`config.mk`:
```
export PLATFORM = sky130hd
export DESIGN_NAME = dmc_bit_deframer
export DESIGN_NICKNAME = d
export VERILOG_FILES = /design/src/rtl/dmc_pkg.sv /design/src/rtl/dmc_word_fifo.sv /design/src/rtl/dmc_bit_deframer.sv
export SDC_FILE = /design/constraint.sdc
export NUM_CORES = 1
export LEC_CHECK = 0
export CORE_UTILIZATION = 35
export DETAILED_ROUTE_END_ITERATION = 12
export MAX_ROUTING_LAYER = met4
export PLACE_DENSITY = 0.49
export SLEW_MARGIN = 10
export SYNTH_ARGS = -nofsm -noshare
export SYNTH_HDL_FRONTEND = slang
export SYNTH_SLANG_ARGS = --single-unit
export TNS_END_PERCENT = 1
```
`constraint.sdc`:
```
create_clock -name clk_i -period 3.8 [get_ports clk_i]
set_input_delay 0.38 -clock clk_i [delete_from_list [all_inputs] [get_ports clk_i]]
set_output_delay 0.38 -clock clk_i [all_outputs]
set_load 0.03 [all_outputs]
```
`src/rtl/dmc_pkg.sv`:
```
// rtl/dmc_pkg.sv - shared types and descrambler constants for the DMC deframer
//
// Purpose : state encoding, LFSR tap positions, default seed and the LFSR
//           next-state helper shared by the deframer files.
// Ports   : none (package).
package dmc_pkg;

    typedef enum logic [1:0] {
        ST_IDLE   = 2'd0,
        ST_HUNT   = 2'd1,
        ST_SYNCED = 2'd2
    } dmc_state_e;

    localparam int         LFSR_W        = 7;
    localparam int         LFSR_TAP_HI   = 6;
    localparam int         LFSR_TAP_LO   = 3;
    localparam logic [6:0] LFSR_SEED_DEF = 7'h7F;

    // Fibonacci step: shift left, feed back x^7 + x^4 taps into bit 0.
    function automatic logic [LFSR_W-1:0] lfsr_next(input logic [LFSR_W-1:0] l);
        return {l[LFSR_W-2:0], l[LFSR_TAP_HI] ^ l[LFSR_TAP_LO]};
    endfunction

endpackage

```
`src/rtl/dmc_word_fifo.sv`:
```
// rtl/dmc_word_fifo.sv - 2-entry output word FIFO with drop-on-full
//
// Purpose : holds deframed words for the downstream consumer. The head entry
//           is a dedicated register so the output word is directly registered.
// Ports   : clk_i, reset_n_period (async, active-low)
//           i_clr   - synchronous flush of entries and the overflow flag
//           i_push  - write i_data (dropped when full with no pop)
//           i_data  - word to write
//           i_rdy   - consumer ready; pop when o_vld & i_rdy
//           o_data  - head entry
//           o_vld   - FIFO not empty
//           o_ovf   - sticky: a push was dropped
module dmc_word_fifo #(
    parameter int WORD_W = 16
) (
    input  logic              clk_i,
    input  logic              reset_n_period,
    input  logic              i_clr,
    input  logic              i_push,
    input  logic [WORD_W-1:0] i_data,
    input  logic              i_rdy,
    output logic [WORD_W-1:0] o_data,
    output logic              o_vld,
    output logic              o_ovf
);

    logic [1:0]        r_cnt;
    logic [WORD_W-1:0] r_head;
    logic [WORD_W-1:0] r_tail;
    logic              r_vld;
    logic              r_ovf;

    logic w_pop;
    logic w_empty;
    logic w_full;

    assign w_empty = (r_cnt == 2'd0);
    assign w_full  = (r_cnt == 2'd2);
    assign w_pop   = r_vld & i_rdy;

    always_ff @(posedge clk_i or negedge reset_n_period) begin
        if (!reset_n_period) begin
            r_cnt  <= 2'd0;
            r_head <= '0;
            r_tail <= '0;
            r_vld  <= 1'b0;
            r_ovf  <= 1'b0;
        end else if (i_clr) begin
            // A push coinciding with the flush survives as the only entry.
            r_ovf <= 1'b0;
            if (i_push) begin
                r_head <= i_data;
                r_cnt  <= 2'd1;
                r_vld  <= 1'b1;
            end else begin
                r_cnt  <= 2'd0;
                r_vld  <= 1'b0;
            end
        end else if (w_empty) begin
            if (i_push) begin
                r_head <= i_data;
                r_cnt  <= 2'd1;
                r_vld  <= 1'b1;
            end
        end else if (w_full) begin
            if (w_pop) begin
                r_head <= r_tail;
                if (i_push) begin
                    r_tail <= i_data;
                end else begin
                    r_cnt  <= 2'd1;
                end
            end else if (i_push) begin
                r_ovf <= 1'b1;
            end
        end else begin
            if (i_push && w_pop) begin
                r_head <= i_data;
            end else if (i_push) begin
                r_tail <= i_data;
                r_cnt  <= 2'd2;
            end else if (w_pop) begin
                r_cnt  <= 2'd0;
                r_vld  <= 1'b0;
            end
        end
    end

    assign o_data = r_head;
    assign o_vld  = r_vld;
    assign o_ovf  = r_ovf;

endmodule

```
`src/rtl/dmc_bit_deframer.sv`:
```
// rtl/dmc_bit_deframer.sv - frame alignment, descrambling and word packing
//
// Purpose : aligns the decoded bit stream to the sync marker, removes the
//           additive scrambler, packs bits MSB-first into words and queues
//           them in a 2-entry FIFO.
// Ports   : clk_i, reset_n_period (async, active-low)
//           dec_en_i, bit_stb_i, bit_i, sync_i - upstream decoder stream
//           clr_i        - clears sticky flags and the FIFO
//           word_o/word_vld_o/word_rdy_i - output word handshake
//           frame_done_o - pulse with the last word of a frame
//           locked_o     - frame alignment held
//           ovf_o, sync_err_o - sticky error flags
module dmc_bit_deframer
    import dmc_pkg::*;
#(
    parameter int         WORD_W      = 16,
    parameter int         FRAME_WORDS = 4,
    parameter logic [6:0] LFSR_SEED   = LFSR_SEED_DEF
) (
    input  logic              clk_i,
    input  logic              reset_n_period,
    input  logic              dec_en_i,
    input  logic              bit_stb_i,
    input  logic              bit_i,
    input  logic              sync_i,
    input  logic              clr_i,
    output logic [WORD_W-1:0] word_o,
    output logic              word_vld_o,
    input  logic              word_rdy_i,
    output logic              frame_done_o,
    output logic              locked_o,
    output logic              ovf_o,
    output logic              sync_err_o
);

    localparam int             BCW       = $clog2(WORD_W);
    localparam logic [BCW-1:0] LAST_BIT  = BCW'(WORD_W - 1);
    localparam logic [7:0]     LAST_WORD = 8'(FRAME_WORDS - 1);

    dmc_state_e        r_state;
    logic              r_sync_d;
    logic [6:0]        r_lfsr;
    logic [WORD_W-2:0] r_sh;
    logic [BCW-1:0]    r_bit_cnt;
    logic [7:0]        r_word_cnt;
    logic              r_frame_done;
    logic              r_locked;
    logic              r_sync_err;

    logic              w_sync_rise;
    logic              w_restart;
    logic              w_active;
    logic              w_take;
    logic              w_partial;
    logic [6:0]        w_lfsr_base;
    logic [WORD_W-2:0] w_sh_base;
    logic [BCW-1:0]    w_bit_base;
    logic [7:0]        w_word_base;
    logic              w_d;
    logic              w_push;
    logic              w_last_word;
    logic [WORD_W-1:0] w_word_data;

    assign w_sync_rise = sync_i & ~r_sync_d;
    assign w_partial   = (r_bit_cnt != '0) || (r_word_cnt != 8'd0);

    // A detected sync edge restarts the frame in the same cycle, so a
    // coincident strobe is processed against the freshly seeded state.
    assign w_restart   = dec_en_i & w_sync_rise &
                         ((r_state == ST_HUNT) || (r_state == ST_SYNCED));
    assign w_active    = dec_en_i & ((r_state == ST_SYNCED) | w_restart);
    assign w_take      = w_active & bit_stb_i;

    assign w_lfsr_base = w_restart ? LFSR_SEED : r_lfsr;
    assign w_sh_base   = w_restart ? '0        : r_sh;
    assign w_bit_base  = w_restart ? '0        : r_bit_cnt;
    assign w_word_base = w_restart ? 8'd0      : r_word_cnt;

    assign w_d         = bit_i ^ w_lfsr_base[LFSR_TAP_HI];
    assign w_push      = w_take & (w_bit_base == LAST_BIT);
    assign w_last_word = (w_word_base == LAST_WORD);
    assign w_word_data = {w_sh_base, w_d};

    always_ff @(posedge clk_i or negedge reset_n_period) begin
        if (!reset_n_period) begin
            r_state      <= ST_IDLE;
            r_sync_d     <= 1'b0;
            r_lfsr       <= LFSR_SEED;
            r_sh         <= '0;
            r_bit_cnt    <= '0;
            r_word_cnt   <= 8'd0;
            r_frame_done <= 1'b0;
            r_locked     <= 1'b0;
            r_sync_err   <= 1'b0;
        end else begin
            r_sync_d     <= sync_i;
            r_frame_done <= 1'b0;
            if (clr_i) begin
                r_sync_err <= 1'b0;
            end

            if (!dec_en_i) begin
                // Stream went invalid: partial frame content is abandoned.
                if ((r_state == ST_SYNCED) && w_partial) begin
                    r_sync_err <= 1'b1;
                end
                r_state  <= ST_IDLE;
                r_locked <= 1'b0;
            end else begin
                case (r_state)
                    ST_IDLE: begin
                        r_state <= ST_HUNT;
                    end
                    ST_HUNT, ST_SYNCED: begin
                        if (w_restart) begin
                            if ((r_state == ST_SYNCED) && w_partial) begin
                                r_sync_err <= 1'b1;
                            end
                            r_state  <= ST_SYNCED;
                            r_locked <= 1'b1;
                        end
                        if (w_active) begin
                            r_lfsr <= w_take ? lfsr_next(w_lfsr_base) : w_lfsr_base;
                            if (w_push) begin
                                r_sh      <= '0;
                                r_bit_cnt <= '0;
                                if (w_last_word) begin
                                    r_word_cnt   <= 8'd0;
                                    r_frame_done <= 1'b1;
                                    r_state      <= ST_HUNT;
                                    r_locked     <= 1'b0;
                                end else begin
                                    r_word_cnt <= w_word_base + 8'd1;
                                end
                            end else if (w_take) begin
                                r_sh       <= {w_sh_base[WORD_W-3:0], w_d};
                                r_bit_cnt  <= w_bit_base + 1'b1;
                                r_word_cnt <= w_word_base;
                            end else begin
                                r_sh       <= w_sh_base;
                                r_bit_cnt  <= w_bit_base;
                                r_word_cnt <= w_word_base;
                            end
                        end
                    end
                    default: begin
                        r_state  <= ST_IDLE;
                        r_locked <= 1'b0;
                    end
                endcase
            end
        end
    end

    dmc_word_fifo #(
        .WORD_W (WORD_W)
    ) u_fifo (
        .clk_i          (clk_i),
        .reset_n_period (reset_n_period),
        .i_clr          (clr_i),
        .i_push         (w_push),
        .i_data         (w_word_data),
        .i_rdy          (word_rdy_i),
        .o_data         (word_o),
        .o_vld          (word_vld_o),
        .o_ovf          (ovf_o)
    );

    assign frame_done_o = r_frame_done;
    assign locked_o     = r_locked;
    assign sync_err_o   = r_sync_err;

endmodule
```
==> impl_metrics.tcl, run 1 <==
set metrics [dict create \
    outcome "complete, no violations" \
    final_cell_area_mm2 0.004238 \
    synth_edf_count 0 \
    gp_congestion 0.8029 \
    cts.sinks 76 \
    clk_pin_slew_ns 0.08 \
    grt.total_usage 0.1715 \
    synth_area_mm2 0.003637 \
    cts_resized 0 \
    maxCapViolCount 0 \
    drt_iter0_markers 165 \
    mappedNetlistNets 372 \
    grt_start_max_net_pins 77 \
    vdd_drop_max_mv 0.1620 \
    start_util 0.3670 \
    synth-adder-area-share 0.01720 \
    postCtsSetupBuffers 0 \
    routedWlPerCell_um 16.26 \
    arrival_ns 3.45 \
    setup_tns_ns 0 \
    p_per_area_mw_per_mm2 387.0 \
    h-tree-depth 3 \
    postCtsHoldBufs 0 \
    routed_wl_um 8472 \
    dieArea_mm2 0.01080 \
    max_slew_margin 0.3502 \
    synth_ff_type "dfrtp_1" \
    hold_violations 0 \
    grt_pass1_wl_um 14410 \
    clockRootBuffer "clkbuf_8" \
    layout_commonest_cell "dfrtp_1" \
    regArea_mm2 0.001911 \
    io_buffers 28 \
    finalClockSkew_ns 0.01137 \
    hp-class "in2async" \
    setup_violations 0 \
    synth-xor-area-share 0.01204 \
    slew_violations 0 \
    drt-vias-per-instance 5.432 \
    die_w_um 103.9 \
    ioPinCount 29 \
    grt_pass1_vias 2726 \
    synth_compound_area_frac 0.2484 \
    diodes 0 \
    post_dp_cell_area_mm2 0.004034 \
    drc 0 \
    endpoint_kind "register" \
    drtAntennaViolNets 0 \
    path_class "reg2reg" \
    synth_top_family_by_area "compound AO/OA/AOI/OAI gates" \
    p_leak_nw 1.760 \
    muxShareOfSynthArea 0.003096 \
    synth_warnings 0 \
    dp_hpwl_um 5776 \
    grt-ovfl-total 0 \
    worst_pin_slew_ns 0.9747 \
    cp-start-kind "register" \
    num_vias 2830 \
    insertion_delay_ns 0.35 \
    synth_seq_area_share 0.5253 \
    drive_gt1_frac 0.09278 \
    ys_ff_latch 76 \
    firstDrtPassIters 4 \
    fp-row-count 36 \
    die_y_um 103.9 \
    core_area_mm2 0.009910 \
    max_freq_mhz 315.2 \
    numCtsBuffers 9 \
    ys_types 53 \
    async_reset_ff_frac 1.000 \
    synth_simple_gate_area_frac 0.1603 \
    antenna_found_initial 0 \
    ctsLongestPathBuffers 2 \
    layout_common_cells "dfrtp_1 (69), nand2_1 (50), o21ai_0 (31)" \
    area_growth_pct 16.51 \
    multiInputGateArea_mm2 0.001604 \
    synthCells 359 \
    critical_path.max_fanout 16 \
    finalCriticalPeriod_ns 3.173 \
    layout.nets 397 \
    rsz0062_at_grt "false" \
    cp.required_ns 4.08 \
    syn_avg_cell_area_um2 10.13 \
    instances_no_fill 521 \
    nFillCells 988 \
    placed_cells 506 \
    cts_tree "done" \
    period_share 0.8349 \
]
-- worst paths after layout --
check / startpoint / slack (ns) / depth (start not counted) / endpoint
max in group asynchronous: reset_n_period / 2.97 / 1 / u_fifo.o_data[0]$_DFFE_PN0P_
max reg2reg: r_state[0]$_DFF_PN0_ / 0.63 / 11 / u_fifo.o_data[0]$_DFFE_PN0P_
min: reset_n_period / 0.19 / 1 / u_fifo.o_data[2]$_DFFE_PN0P_
min reg2reg: u_fifo.r_tail[3]$_DFFE_PN0P_ / 0.49 / 2 / u_fifo.r_tail[3]$_DFFE_PN0P_
min in group clk_i: u_fifo.r_tail[3]$_DFFE_PN0P_ / 0.49 / 2 / u_fifo.r_tail[3]$_DFFE_PN0P_
max: r_state[0]$_DFF_PN0_ / 0.63 / 11 / u_fifo.o_data[0]$_DFFE_PN0P_
-- registers in the layout, indices dropped and copies added (netlist names), 2 cells and up --
| name | flops |
|---|---|
| r_state | 2 |
| u_fifo.r_cnt | 2 |
| r_sh | 15 |
| u_fifo.o_data | 16 |
| r_bit_cnt | 4 |
| r_lfsr | 7 |
| r_word_cnt | 8 |
| u_fifo.r_tail | 16 |
-- Yosys cell counts, types with 2 or more instances --
cell type	number	area, um2
nor3_1	3	15.01
o21ai_0	31	155.2
a31oi_1	3	18.77
dfstp_2	7	183.9
a22oi_1	2	15.01
and2_1	4	25.02
nand2b_1	3	18.77
a32o_1	7	70.07
buf_2	2	10.01
o2bb2ai_1	9	78.83
inv_1	8	30.03
nand4_1	7	43.79
nor2_1	16	60.06
a2bb2oi_1	13	113.9
nor2b_1	3	18.77
clkbuf_1	15	56.30
ha_1	5	62.56
o21ai_1	2	10.01
dfrtp_1	69	1727
or4_1	6	45.04
o211ai_1	3	22.52
xor2_1	3	26.28
nand3_1	12	60.06
o22a_1	8	70.07
buf_6	2	22.52
nand2_1	50	187.7
or2_2	4	25.02
and3_1	3	18.77
xnor2_1	2	17.52
a21oi_1	18	90.09
a22o_1	17	148.9
-- metrics by stage --
stage            util  setup WS, ns  power (mW)  hold WS (ns)
2_1_floorplan       -        0.8345      0.9487       0.08441
3_3_place_gp   0.4071        0.5241       1.005        0.4622
3_5_place_dp   0.4071        0.4176       1.006        0.4735
4_1_cts        0.4277        0.6126       1.663        0.2450
5_1_grt        0.4277        0.2850       1.707        0.2787
6_report       0.4277        0.6275       1.640        0.1915
-- critical path, cell delays in order (launching register included) --
cell      delay [ns]
dfrtp_1         0.35
inv_1           0.07
ha_1            0.40
nand4b_2        0.15
buf_4           0.23
and2_1          0.15
ha_1            0.13
nand3_1         0.06
a21oi_1         0.41
nand2_1         0.33
o22ai_1         0.57
o32a_1          0.26
-- power by group --
group	internal [mW]	switching [mW]	total [mW]
clock	0.362	0.291	0.653
sequential	0.848	0.0200	0.868
combinational	0.0480	0.0706	0.119
total	1.26	0.382	1.64
-- final cells by class --
class,instances,share of cell area
Clock buffer,9,0.02923
Multi-Input combinational cell,255,0.3785
Inverter,8,0.007086
Sequential cell,76,0.4508
Clock inverter,6,0.01890
Tap cell,133,0.03927
Timing Repair Buffer,34,0.07617
-- kinds of logic (layout without fill, tap and decap cells) --
group | count (synthesis) | after routing
AO/OA/AOI/OAI | 126 | 126
XOR/XNOR | 5 | 5
adder cells (fa/ha/maj) | 5 | 5
buffers and inverters | 28 | 57
flip-flops | 76 | 76
multiplexers | 1 | 1
AND/OR/NAND/NOR | 118 | 118
-- metal layers --
metal  global-route usage  vias up  share of wire
met5                    -        -              0
met4              0.05510        0          0.013
met3              0.02569       10          0.031
met2               0.2343       58           0.41
met1               0.2581     1364           0.54
li1                     -     1398              -
Note: power is estimated with default switching activity, not from simulation.
==> run 2, diff against run 1 <==
Settings changed: PLACE_DENSITY 0.49 to 0.5.
Clock period 3.8 ns to 2.6 ns, I/O delays scaled along.
==> run 2 against run 1 <==
Net effect: total power grew 38%; register-to-register slack lost 0.47 ns; wire length grew 4.4%; non-clock buffer count grew 23; final area grew 4.5%; largest cell class unchanged.
==> impl_metrics.tcl, run 2 (same netlist as run 1, synthesis figures left out) <==
set metrics [dict create \
    maxCapViolCount 0 \
    clockPowerShare 0.351 \
    insertion_delay_ns 0.35 \
    numCtsBuffers 9 \
    path_class "reg2reg" \
    h-tree-depth 3 \
    max_freq_mhz 410.0 \
    setup_violations 0 \
    ctsLongestPathBuffers 2 \
    layout.nets 420 \
    vdd_drop_max_mv 0.3493 \
    firstDrtPassIters 4 \
    postCtsSetupBuffers 0 \
    grt_pass1_vias 2818 \
    num_vias 2904 \
    cp.required_ns 2.88 \
    p_comb_frac 0.088 \
    diodes 0 \
    worst_pin_slew_ns 0.5593 \
    io_buffers 28 \
    fp-row-count 36 \
    grt-ovfl-total 0 \
    endpoint_kind "register" \
    hp-class "in2async" \
    p_sw_uw 587.5 \
    ioPinCount 29 \
    die_w_um 103.9 \
    p_per_area_mw_per_mm2 510.9 \
    cp-start-kind "register" \
    finalCriticalPeriod_ns 2.439 \
    routed_wl_um 8843 \
    grt.total_usage 0.1789 \
    drive_gt1_frac 0.1553 \
    cts_tree "done" \
    routedWlPerCell_um 16.23 \
    die_y_um 103.9 \
    drt_iter0_markers 120 \
    cts.sinks 76 \
    power_frac_seq 0.561 \
    hold_violations 0 \
    dp_hpwl_um 5973 \
    max_slew_margin 0.6268 \
    layout_commonest_cell "dfrtp_1" \
    clockRootBuffer "clkbuf_8" \
    grt_start_max_net_pins 42 \
    slew_violations 0 \
    drtAntennaViolNets 0 \
    drt-vias-per-instance 5.328 \
    dieArea_mm2 0.01080 \
    clk_pin_slew_ns 0.08 \
    period_share 0.9382 \
    start_util 0.3670 \
    drc 0 \
    outcome "complete, no violations" \
    layout_common_cells "dfrtp_1 (69), nand2_1 (49), o21ai_0 (31)" \
    power.internal_mw 1.674 \
    fin_util 0.4467 \
    critical_path.max_fanout 8 \
    finalClockSkew_ns 0.01148 \
    swShare 0.2598 \
    p_leak_nw 1.866 \
    finalPower_mw 2.261 \
    area_growth_pct 21.71 \
    antenna_found_initial 0 \
    arrival_ns 2.72 \
    rsz0062_at_grt "false" \
    gp_congestion 0.7680 \
    grt_pass1_wl_um 14950 \
    core_area_mm2 0.009910 \
]
[run 2: cell count changes in the layout (fill, tap and decap cells not counted), moves of 2 or more]
cell / change
buf_4: +20
clkinv_4: +3
bufinv_16: -2
ha_1: -2
[run 2: timing repair]
action,CTS,global route
endpoints found under the setup margin,0,15
hold buffers,1,0
endpoints found under the hold margin,28,0
resized for setup,0,4
[run 2: area by class of cell]
type                    instances  area, um2
well taps                     133      166.4
multi-input cells             255       1637
repair buffers                 57      514.2
clock buffers                  10      127.6
inverters                       8      30.03
flip-flops and latches         76       1911
fillers                       971       5483
clock inverters                 6      41.29
[run 2: power by group through the flow]
stage / registers (mW) / clock network [mW] / logic (mW)
after floorplan: 1.30 / 0 / 0.0939
after global placement: 1.29 / 0 / 0.196
after detailed placement: 1.29 / 0 / 0.198
after CTS: 1.27 / 0.836 / 0.200
after global routing: 1.27 / 0.893 / 0.221
final: 1.27 / 0.795 / 0.198
[run 2: routing by layer]
| metal | global-route usage | vias to the layer above | share of wire |
|---|---|---|---|
| li1 | - | 1443 | - |
| met1 | 0.2685 | 1421 | 0.54 |
| met2 | 0.2429 | 38 | 0.43 |
| met3 | 0.03634 | 2 | 0.025 |
| met4 | 0.04592 | 0 | 0.0041 |
| met5 | - | - | 0 |
[run 2: final timing paths]
kind                                               from                       endpoint  slack (ns)  cells past startpoint
min in group clk_i         u_fifo.r_tail[1]$_DFFE_PN0P_   u_fifo.r_tail[1]$_DFFE_PN0P_        0.49                      2
min reg2reg                u_fifo.r_tail[1]$_DFFE_PN0P_   u_fifo.r_tail[1]$_DFFE_PN0P_        0.49                      2
min                                      reset_n_period             r_sync_d$_DFF_PN0_        0.41                      2
max in group asynchronous                reset_n_period  u_fifo.r_tail[14]$_DFFE_PN0P_        1.60                      3
max                                r_state[0]$_DFF_PN0_      r_word_cnt[5]$_DFFE_PN0P_        0.16                     10
max reg2reg                        r_state[0]$_DFF_PN0_      r_word_cnt[5]$_DFFE_PN0P_        0.16                     10
[run 2: worst max-delay path: stages, from the launching register on]
cell	delay [ns]
dfrtp_1	0.37
inv_2	0.07
ha_4	0.27
nand4b_4	0.12
buf_6	0.15
and2_1	0.18
ha_2	0.19
and3_1	0.18
and4_1	0.24
or4_1	0.51
nand3_1	0.09
[run 2: metrics by stage]
| stage | cells | setup TNS, ns | hold slack [ns] | setup WS (ns) | cell area, um2 |
|---|---|---|---|---|---|
| global placement | 528 | 0 | 0.2540 | 0.008311 | 4233 |
| floorplan | 359 | 0 | -0.03559 | 0.01022 | 3676 |
| global route | 545 | 0 | 0.4426 | 0.01635 | 4427 |
| finish | 545 | 0 | 0.4107 | 0.1607 | 4427 |
| CTS | 545 | 0 | 0.4035 | 0.02362 | 4412 |
| detailed placement | 528 | -0.1168 | 0.2523 | -0.01735 | 4233 |
